[config.mk]
export PLATFORM = sky130hd
export DESIGN_NAME = bus_dma
export DESIGN_NICKNAME = d
export VERILOG_FILES = /design/src/rtl/bus_dma.sv
export SDC_FILE = /design/constraint.sdc
export NUM_CORES = 1
export LEC_CHECK = 0
export CAP_MARGIN = 20
export CORE_MARGIN = 4
export CORE_UTILIZATION = 45
export CTS_CLUSTER_DIAMETER = 80
export DETAILED_ROUTE_END_ITERATION = 16
export GPL_TIMING_DRIVEN = 1
export PLACE_DENSITY = 0.73
export SYNTH_ARGS = -nofsm -noshare
export SYNTH_HDL_FRONTEND = slang
export SYNTH_SLANG_ARGS = --single-unit
[constraint.sdc]
create_clock -name clock -period 3 [get_ports clock]
set_clock_uncertainty 0.15 [all_clocks]
set_input_delay 0.45 -clock clock [delete_from_list [all_inputs] [get_ports clock]]
set_output_delay 0.45 -clock clock [all_outputs]
set_load 0.1 [all_outputs]
[src/rtl/bus_dma.sv]
// bus_dma: second bus initiator that copies a block of words (copy mode) or
//   fills a range with a constant (fill mode) on the shared CPU/BRam word bus.
// Latency: copy takes 2 cycles/word, fill 1 cycle/word; done pulses the cycle after the last write.
// Backpressure: bus_gnt=0 stalls the pending read or write with all bus outputs held.
// Ports: clock/reset (async, active-low); start/mode/src/dst/len/pattern command inputs;
//   busy/done status; bus_req/bus_gnt arbitration; bus_addr/bus_data_r/bus_data_w/
//   bus_mask_w/bus_write drive the single-port BRam responder (clocked on ~clock).
module bus_dma #(
  parameter int LEN_W = 16
) (
  input  logic             clock,
  input  logic             reset,
  input  logic             start,
  input  logic             mode,
  input  logic [31:0]      src,
  input  logic [31:0]      dst,
  input  logic [LEN_W-1:0] len,
  input  logic [31:0]      pattern,
  output logic             busy,
  output logic             done,
  output logic             bus_req,
  input  logic             bus_gnt,
  output logic [31:0]      bus_addr,
  input  logic [31:0]      bus_data_r,
  output logic [31:0]      bus_data_w,
  output logic [3:0]       bus_mask_w,
  output logic             bus_write
);

  typedef enum logic [1:0] {S_IDLE, S_READ, S_WRITE, S_DONE} state_t;

  state_t           state_q, state_d;
  logic [31:0]      src_cur_q, src_cur_d;
  logic [31:0]      dst_cur_q, dst_cur_d;
  logic [LEN_W-1:0] cnt_q, cnt_d;
  logic             mode_q, mode_d;
  logic             busy_q, busy_d;
  logic             done_q, done_d;
  logic             req_q, req_d;
  logic [31:0]      addr_q, addr_d;
  logic [31:0]      wdata_q, wdata_d;
  logic [3:0]       mask_q, mask_d;
  logic             write_q, write_d;

  always_comb begin
    state_d   = state_q;
    src_cur_d = src_cur_q;
    dst_cur_d = dst_cur_q;
    cnt_d     = cnt_q;
    mode_d    = mode_q;
    busy_d    = busy_q;
    done_d    = done_q;
    req_d     = req_q;
    addr_d    = addr_q;
    wdata_d   = wdata_q;
    mask_d    = mask_q;
    write_d   = write_q;

    case (state_q)
      S_IDLE: begin
        if (start) begin
          if (len == '0) begin
            // Empty command: no bus traffic; the done pulse is raised from S_DONE.
            state_d = S_DONE;
          end else begin
            src_cur_d = src;
            dst_cur_d = dst;
            cnt_d     = len;
            mode_d    = mode;
            busy_d    = 1'b1;
            req_d     = 1'b1;
            if (mode) begin
              state_d = S_WRITE;
              addr_d  = dst;
              wdata_d = pattern;
              write_d = 1'b1;
              mask_d  = 4'b1111;
            end else begin
              state_d = S_READ;
              addr_d  = src;
            end
          end
        end
      end

      S_READ: begin
        // Responder returns data for the address presented this cycle by the next rising edge.
        if (bus_gnt) begin
          state_d = S_WRITE;
          wdata_d = bus_data_r;
          addr_d  = dst_cur_q;
          write_d = 1'b1;
          mask_d  = 4'b1111;
        end
      end

      S_WRITE: begin
        if (bus_gnt) begin
          cnt_d     = cnt_q - LEN_W'(1);
          src_cur_d = src_cur_q + 32'd1;
          dst_cur_d = dst_cur_q + 32'd1;
          write_d   = 1'b0;
          mask_d    = 4'b0000;
          if (cnt_q == LEN_W'(1)) begin
            state_d = S_DONE;
            busy_d  = 1'b0;
            req_d   = 1'b0;
            done_d  = 1'b1;
          end else if (mode_q) begin
            // Fill streams back-to-back writes; data register already holds the pattern.
            addr_d  = dst_cur_q + 32'd1;
            write_d = 1'b1;
            mask_d  = 4'b1111;
          end else begin
            state_d = S_READ;
            addr_d  = src_cur_q + 32'd1;
          end
        end
      end

      S_DONE: begin
        // Normal completion enters with done already set. The zero-length path
        // enters with done clear, so it spends one extra cycle here raising it.
        if (done_q) begin
          done_d  = 1'b0;
          state_d = S_IDLE;
        end else begin
          done_d  = 1'b1;
        end
      end

      default: state_d = S_IDLE;
    endcase
  end

  always_ff @(posedge clock or negedge reset) begin
    if (!reset) begin
      state_q   <= S_IDLE;
      src_cur_q <= '0;
      dst_cur_q <= '0;
      cnt_q     <= '0;
      mode_q    <= 1'b0;
      busy_q    <= 1'b0;
      done_q    <= 1'b0;
      req_q     <= 1'b0;
      addr_q    <= '0;
      wdata_q   <= '0;
      mask_q    <= '0;
      write_q   <= 1'b0;
    end else begin
      state_q   <= state_d;
      src_cur_q <= src_cur_d;
      dst_cur_q <= dst_cur_d;
      cnt_q     <= cnt_d;
      mode_q    <= mode_d;
      busy_q    <= busy_d;
      done_q    <= done_d;
      req_q     <= req_d;
      addr_q    <= addr_d;
      wdata_q   <= wdata_d;
      mask_q    <= mask_d;
      write_q   <= write_d;
    end
  end

  assign busy       = busy_q;
  assign done       = done_q;
  assign bus_req    = req_q;
  assign bus_addr   = addr_q;
  assign bus_data_w = wdata_q;
  assign bus_mask_w = mask_q;
  assign bus_write  = write_q;

endmodule

### After elaboration in Yosys (flattened, before gate mapping)

Cells that the tools add are included.

* register bits after elaboration: 154
* output and inout port bits: 72

* reductions and logical operators: 14
* bitwise operators: 1
* multiplexer cells: 59
* $add $sub $neg: 3
* equal/unequal tests: 13

Operators with widths (number)
* $mux 32: 17
* $pmux 32 s2: 3
* $pmux 32 s3: 1
* $add 32x1->32 const B: 2
* $mux 16: 3
* $pmux 16 s2: 1
* $mux 4: 7
* $eq 16x1->1 const B: 1
* $logic_not 16->1: 1
* $mux 2: 8
* $ne 2x2->1 const B: 8
* $sub 16x1->16 const B: 1
* $reduce_and 5->1: 3
* $mux 1: 14
* $pmux 4 s3: 1
* $reduce_and 6->1: 2
* $pmux 2 s4: 1
* $reduce_and 3->1: 2
* $reduce_bool 2->1: 3
* $eq 2x2->1 const B: 2
* $pmux 1 s2: 2
* $reduce_and 4->1: 1
* $ne 3x3->1 const B: 1
* $pmux 1 s3: 1
* other kinds (4): 4

### Logic depth before layout (Yosys ltp)

* depth after elaboration: 5
* gate-level depth with buffers: 11
* depth with buffers taken out: 8

### Least setup slack after synthesis

No wires, ideal clock.

* path kind: input -> register
* start point: in len[11]
* end point: reg addr_q[20], in the netlist bus_addr[20]
* library setup time: 90 ps
* required time: 2760 ps
* arrival time: 2248 ps
* stages on the path: 8
* buffers on the path: 2
* slack: 512 ps
* cell sequence: or4_1 nor4_1 a22oi_1 nand2_2 buf_6 buf_2 nand2_1 o31ai_4

* cells in the longest elaborated chain, start to end: 3

Ends and longest elaborated chain
* from (decl): RTL line 17 `input logic [LEN_W-1:0] len,`
* $logic_not 16->1: RTL line 62 `if (len == '0) begin`
* $ne 2x2->1 (no source line)
* $reduce_and 6->1 (no source line)
* to (signal assigned): RTL line 159 `addr_q <= addr_d;`
* to (decl): RTL line 40 `logic [31:0] addr_q, addr_d;`

No other way between the ends.
A chain may end at the register's enable or synchronous reset.

### Worst setup path after layout

* start point: reg src_cur_q[1]
* end point: reg addr_q[16], in the netlist bus_addr[16]

* cells in the longest elaborated chain, start to end: 5

Ends and longest elaborated chain
* from (decl): RTL line 33 `logic [31:0] src_cur_q, src_cur_d;`
* from (signal assigned): RTL line 152 `src_cur_q <= src_cur_d;`
* $add 32x1->32: RTL line 116 `addr_d = src_cur_q + 32'd1;`
* $mux 32: RTL line 109 `end else if (mode_q) begin`
* $mux 32: RTL line 104 `if (cnt_q == LEN_W'(1)) begin`
* $mux 32: RTL line 98 `if (bus_gnt) begin`
* $pmux 32 s3: RTL line 59 `case (state_q)`

No other way between the ends. The select of a mux whose other input is x is not followed.

==> results by group <==
Status
  • Status: complete, no violations

Die
  • Starting Density: 0.4616
  • FP Rows: 54
  • Core area: between 0.02 and 0.025 sq mm
  • Die footprint: ~0.025 sq mm
  • DIE WIDTH: 158.1 microns
  • Die Y: ~160 microns
  • # IOs: 221

Yosys
  • Synth cell types: 72
  • Synth Warn #: 0
  • Syn_nets: 1398
  • Post-synthesis cell area: around 0.010 sq mm
  • Number of synthesized flops with an enable pin: 0
  • Most used DFF post-synth: dfrtp_1
  • Top cell type's share of synthesized area: 0.3703
  • Synth Register Bits: 150
  • Post-synthesis sequential area ratio: 0.3703
  • Async SR Flop Fraction: 1.000
  • Most area-consuming cells after synthesis: dfrtp_1 (37%), a21oi_1 (7.7%), mux2i_1 (6.4%)
  • Avg Cell Area, Syn: about 8 sq um
  • Cell taking the most area after synthesis: dfrtp_1
  • Cells after synthesis: 1240

Drt
  • Wire length per cell: slightly below 20 microns
  • Via count: 10.48k
  • Iter 0 DRT Violations: roughly 1.0k
  • DRC: 0
  • Final WL: around 34000 microns
  • DRT antenna net count: 0
  • Drt pass-1 iters: 7
  • Vias per cell: 6.048

GRT
  • Gr ovfl total: 0
  • Largest net degree at the start of global routing: 106
  • First-pass GRT wire length: approximately 53000 microns
  • Antenna violations before repair: 0
  • GRT Util Overall: 0.2667
  • Vias in the first global route: approximately 10k

Placed design
  • # port buffers: 220
  • Routability Congestion: ~0.95
  • DP Wirelength: approximately 25000 microns

Setup path
  • Setup crit start: src_cur_q[1]$_DFFE_PN0P_
  • Critical path startpoint category: flop
  • Worst setup path category: reg2reg
  • Cell depth of the worst setup path: 7
  • Worst Setup EP: bus_addr[16]$_DFFE_PN0P_
  • Crit path DAT: 3.04 ns
  • Reg-to-Reg Start: src_cur_q[1]$_DFFE_PN0P_
  • Crit-path leading delay family: simple AND/OR/NAND/NOR gates
  • R2r endpoint: bus_addr[16]$_DFFE_PN0P_
  • CP max-delay cell: or4_1
  • Worst path bufs/invs: 0
  • Nature of the critical path endpoint: flop
  • Crit Path Max Fanout: 6
  • FF-to-FF path depth: 7
  • Delay of the slowest critical-path stage: ~0.60 ns
  • CP Cell Sequence: ha_1 -> nand4_1 -> or4_1 -> or3_1 -> a21oi_1 -> a2111oi_0 -> o31ai_1
  • R2r setup slk: approximately 0.15 ns
  • WP data required: ~3.2 ns

Clock network
  • Max Root-Sink Buffers: 2
  • Root Buffer: clkbuf_16
  • Postcts setup bufs: 0
  • Reg clk slew, reported paths: approximately 0.07 ns
  • CTS tree: built
  • Worst-skew pair later-pin latency: about 0.44 ns
  • Inserted Clock Buffers: 17
  • H-tree Lvls: 4
  • Clk sinks: 150

Worst hold path
  • Min-Delay Path Class: reg2reg

Cells and area
  • Layout cells sized above 1: 0.1391
  • Synth-to-Final Area Change: 31.49%
  • Diodes inserted: 0
  • # nets final: about 1.6k
  • Finished Core Util: 0.6070

STA
  • Worst-Margin Slew: ~1.0 ns
  • Final Max Tran Viols: 0
  • Fin crit share: 0.9511
  • RSZ-0062 raised after global routing: no
  • Worst rel slew slack: 0.3302
  • Fin. Hold Viols: 0
  • Fmax achieved: ~350 MHz
  • # setup viols final: 0
  • WHS: 0.3304 ns
  • Fin crit period: 2.853 ns

Pwr
  • Tot Pwr: 18.51 mW
  • Max VDD drop: ~0.80 mV
  • Pwr Density: ~1400 mW/mm^2
  • Leakage: ~5.3 nW

Flow run
  • Max cap viols: 0
## registers in the layout (all words and copies together) (netlist names)
name and cells:
bus_addr 32, bus_data_w 32, dst_cur_q 32, src_cur_q 32
cnt_q 16, state_q 2, bus_mask_w 1, bus_req 1
done 1, mode_q 1
## power by group
group,internal (mW),switching (mW)
registers,3.10,1.18
logic,3.89,8.21
clock network,1.11,1.03
## synthesized netlist by cell type, drive strengths merged (5+ instances only)
| cell | count |
|---|---|
| a21oi | 156 |
| dfrtp | 150 |
| nand2 | 131 |
| nor2 | 96 |
| o21ai | 75 |
| clkbuf | 73 |
| mux2i | 65 |
| nand3 | 54 |
| o22ai | 48 |
| buf | 39 |
| nand4 | 30 |
| nor3 | 27 |
| inv | 23 |
| xnor2 | 23 |
| a211oi | 20 |
| nor2b | 16 |
| o31ai | 16 |
| a31oi | 13 |
| and3 | 13 |
| or4 | 13 |
| xor2 | 13 |
| a2bb2oi | 12 |
| nor4 | 11 |
| a22o | 10 |
| a22oi | 10 |
| ha | 9 |
| and4 | 8 |
| or3 | 8 |
| and2 | 7 |
| a41oi | 6 |
| o211ai | 6 |
| a21o | 5 |
| a221o | 5 |
| a221oi | 5 |
| o21a | 5 |
## cell families (layout without fill, tap and decap cells)
kind of cell | Yosys count | after routing | share of synthesized area
compound gates | 414 | 414 | 0.2534
xor+xnor | 36 | 36 | 0.03185
fa+ha+maj | 9 | 9 | 0.01111
buf+inv | 135 | 347 | 0.05715
flops | 150 | 150 | 0.3703
mux | 69 | 69 | 0.06863
simple gates | 427 | 427 | 0.2075
## metal layers
layer | up-vias | global-route usage | part of all wire
li1 | 4989 | - | -
met1 | 4931 | 0.3611 | 0.42
met2 | 488 | 0.4228 | 0.46
met3 | 68 | 0.06479 | 0.088
met4 | 0 | 0.08489 | 0.028
met5 | - | 0 | 0
## how the worst min path moves through the flow
stage / from / end / slack (ns) / cells past startpoint
final: bus_addr[7]$_DFFE_PN0P_ / bus_addr[7]$_DFFE_PN0P_ / 0.33 / 2
after global routing: bus_addr[7]$_DFFE_PN0P_ / bus_addr[7]$_DFFE_PN0P_ / 0.35 / 2
after CTS: bus_addr[19]$_DFFE_PN0P_ / bus_addr[19]$_DFFE_PN0P_ / 0.34 / 2
after detailed placement: bus_addr[19]$_DFFE_PN0P_ / bus_addr[19]$_DFFE_PN0P_ / 0.32 / 2
after global placement: bus_addr[16]$_DFFE_PN0P_ / bus_addr[16]$_DFFE_PN0P_ / 0.32 / 2
after floorplan: reset / bus_addr[0]$_DFFE_PN0P_ / 0.004 / 0
## worst register-to-register path, stage by stage, from the launching register on
cell       delay, ns
dfrtp_1         0.37
ha_1            0.33
nand4_1         0.27
or4_1           0.60
or3_1           0.36
a21oi_1         0.29
a2111oi_0       0.14
o31ai_1         0.26
## placed cells by master (no fill, tap or decap), types with 26 or more instances in the layout
| cell type | count |
|---|---|
| nor2_1 | 95 |
| clkdlybuf4s50_1 | 146 |
| nor3_1 | 26 |
| o21ai_0 | 75 |
| nand2_1 | 130 |
| mux2i_1 | 65 |
| dfrtp_1 | 150 |
| buf_4 | 132 |
| nand4_1 | 30 |
| o22ai_1 | 48 |
| a21oi_1 | 155 |
| nand3_1 | 53 |
## timing repair
item | in CTS | in global routing
gates resized for setup | 0 | 1
setup endpoints to repair | 0 | 1
endpoints found under the hold margin | 56 | 0
hold buffers | 1 | 0
## area by class of cell
cell class | instances | area, sq um
Clock buffer | 17 | 425.4
Tap cell | 280 | 350.3
Fill cell | 1937 | 8631
Clock inverter | 15 | 156.4
Multi-Input combinational cell | 955 | 5857
Timing Repair Buffer | 292 | 2699
Inverter | 23 | 86.33
Sequential cell | 150 | 3754
## metrics by stage
stage               cell area, sq um  setup TNS [ns]  std cells  worst slack, ns
detailed placement             12730         -0.1289       1699         -0.02694
global placement               12730         -0.3279       1699         -0.03677
floorplan                      10140               0       1240           0.5121
global route                   13330               0       1732          0.06243
finish                         13330               0       1732           0.1466
CTS                            13320               0       1732           0.2254
(Power assumes the default switching activity.)
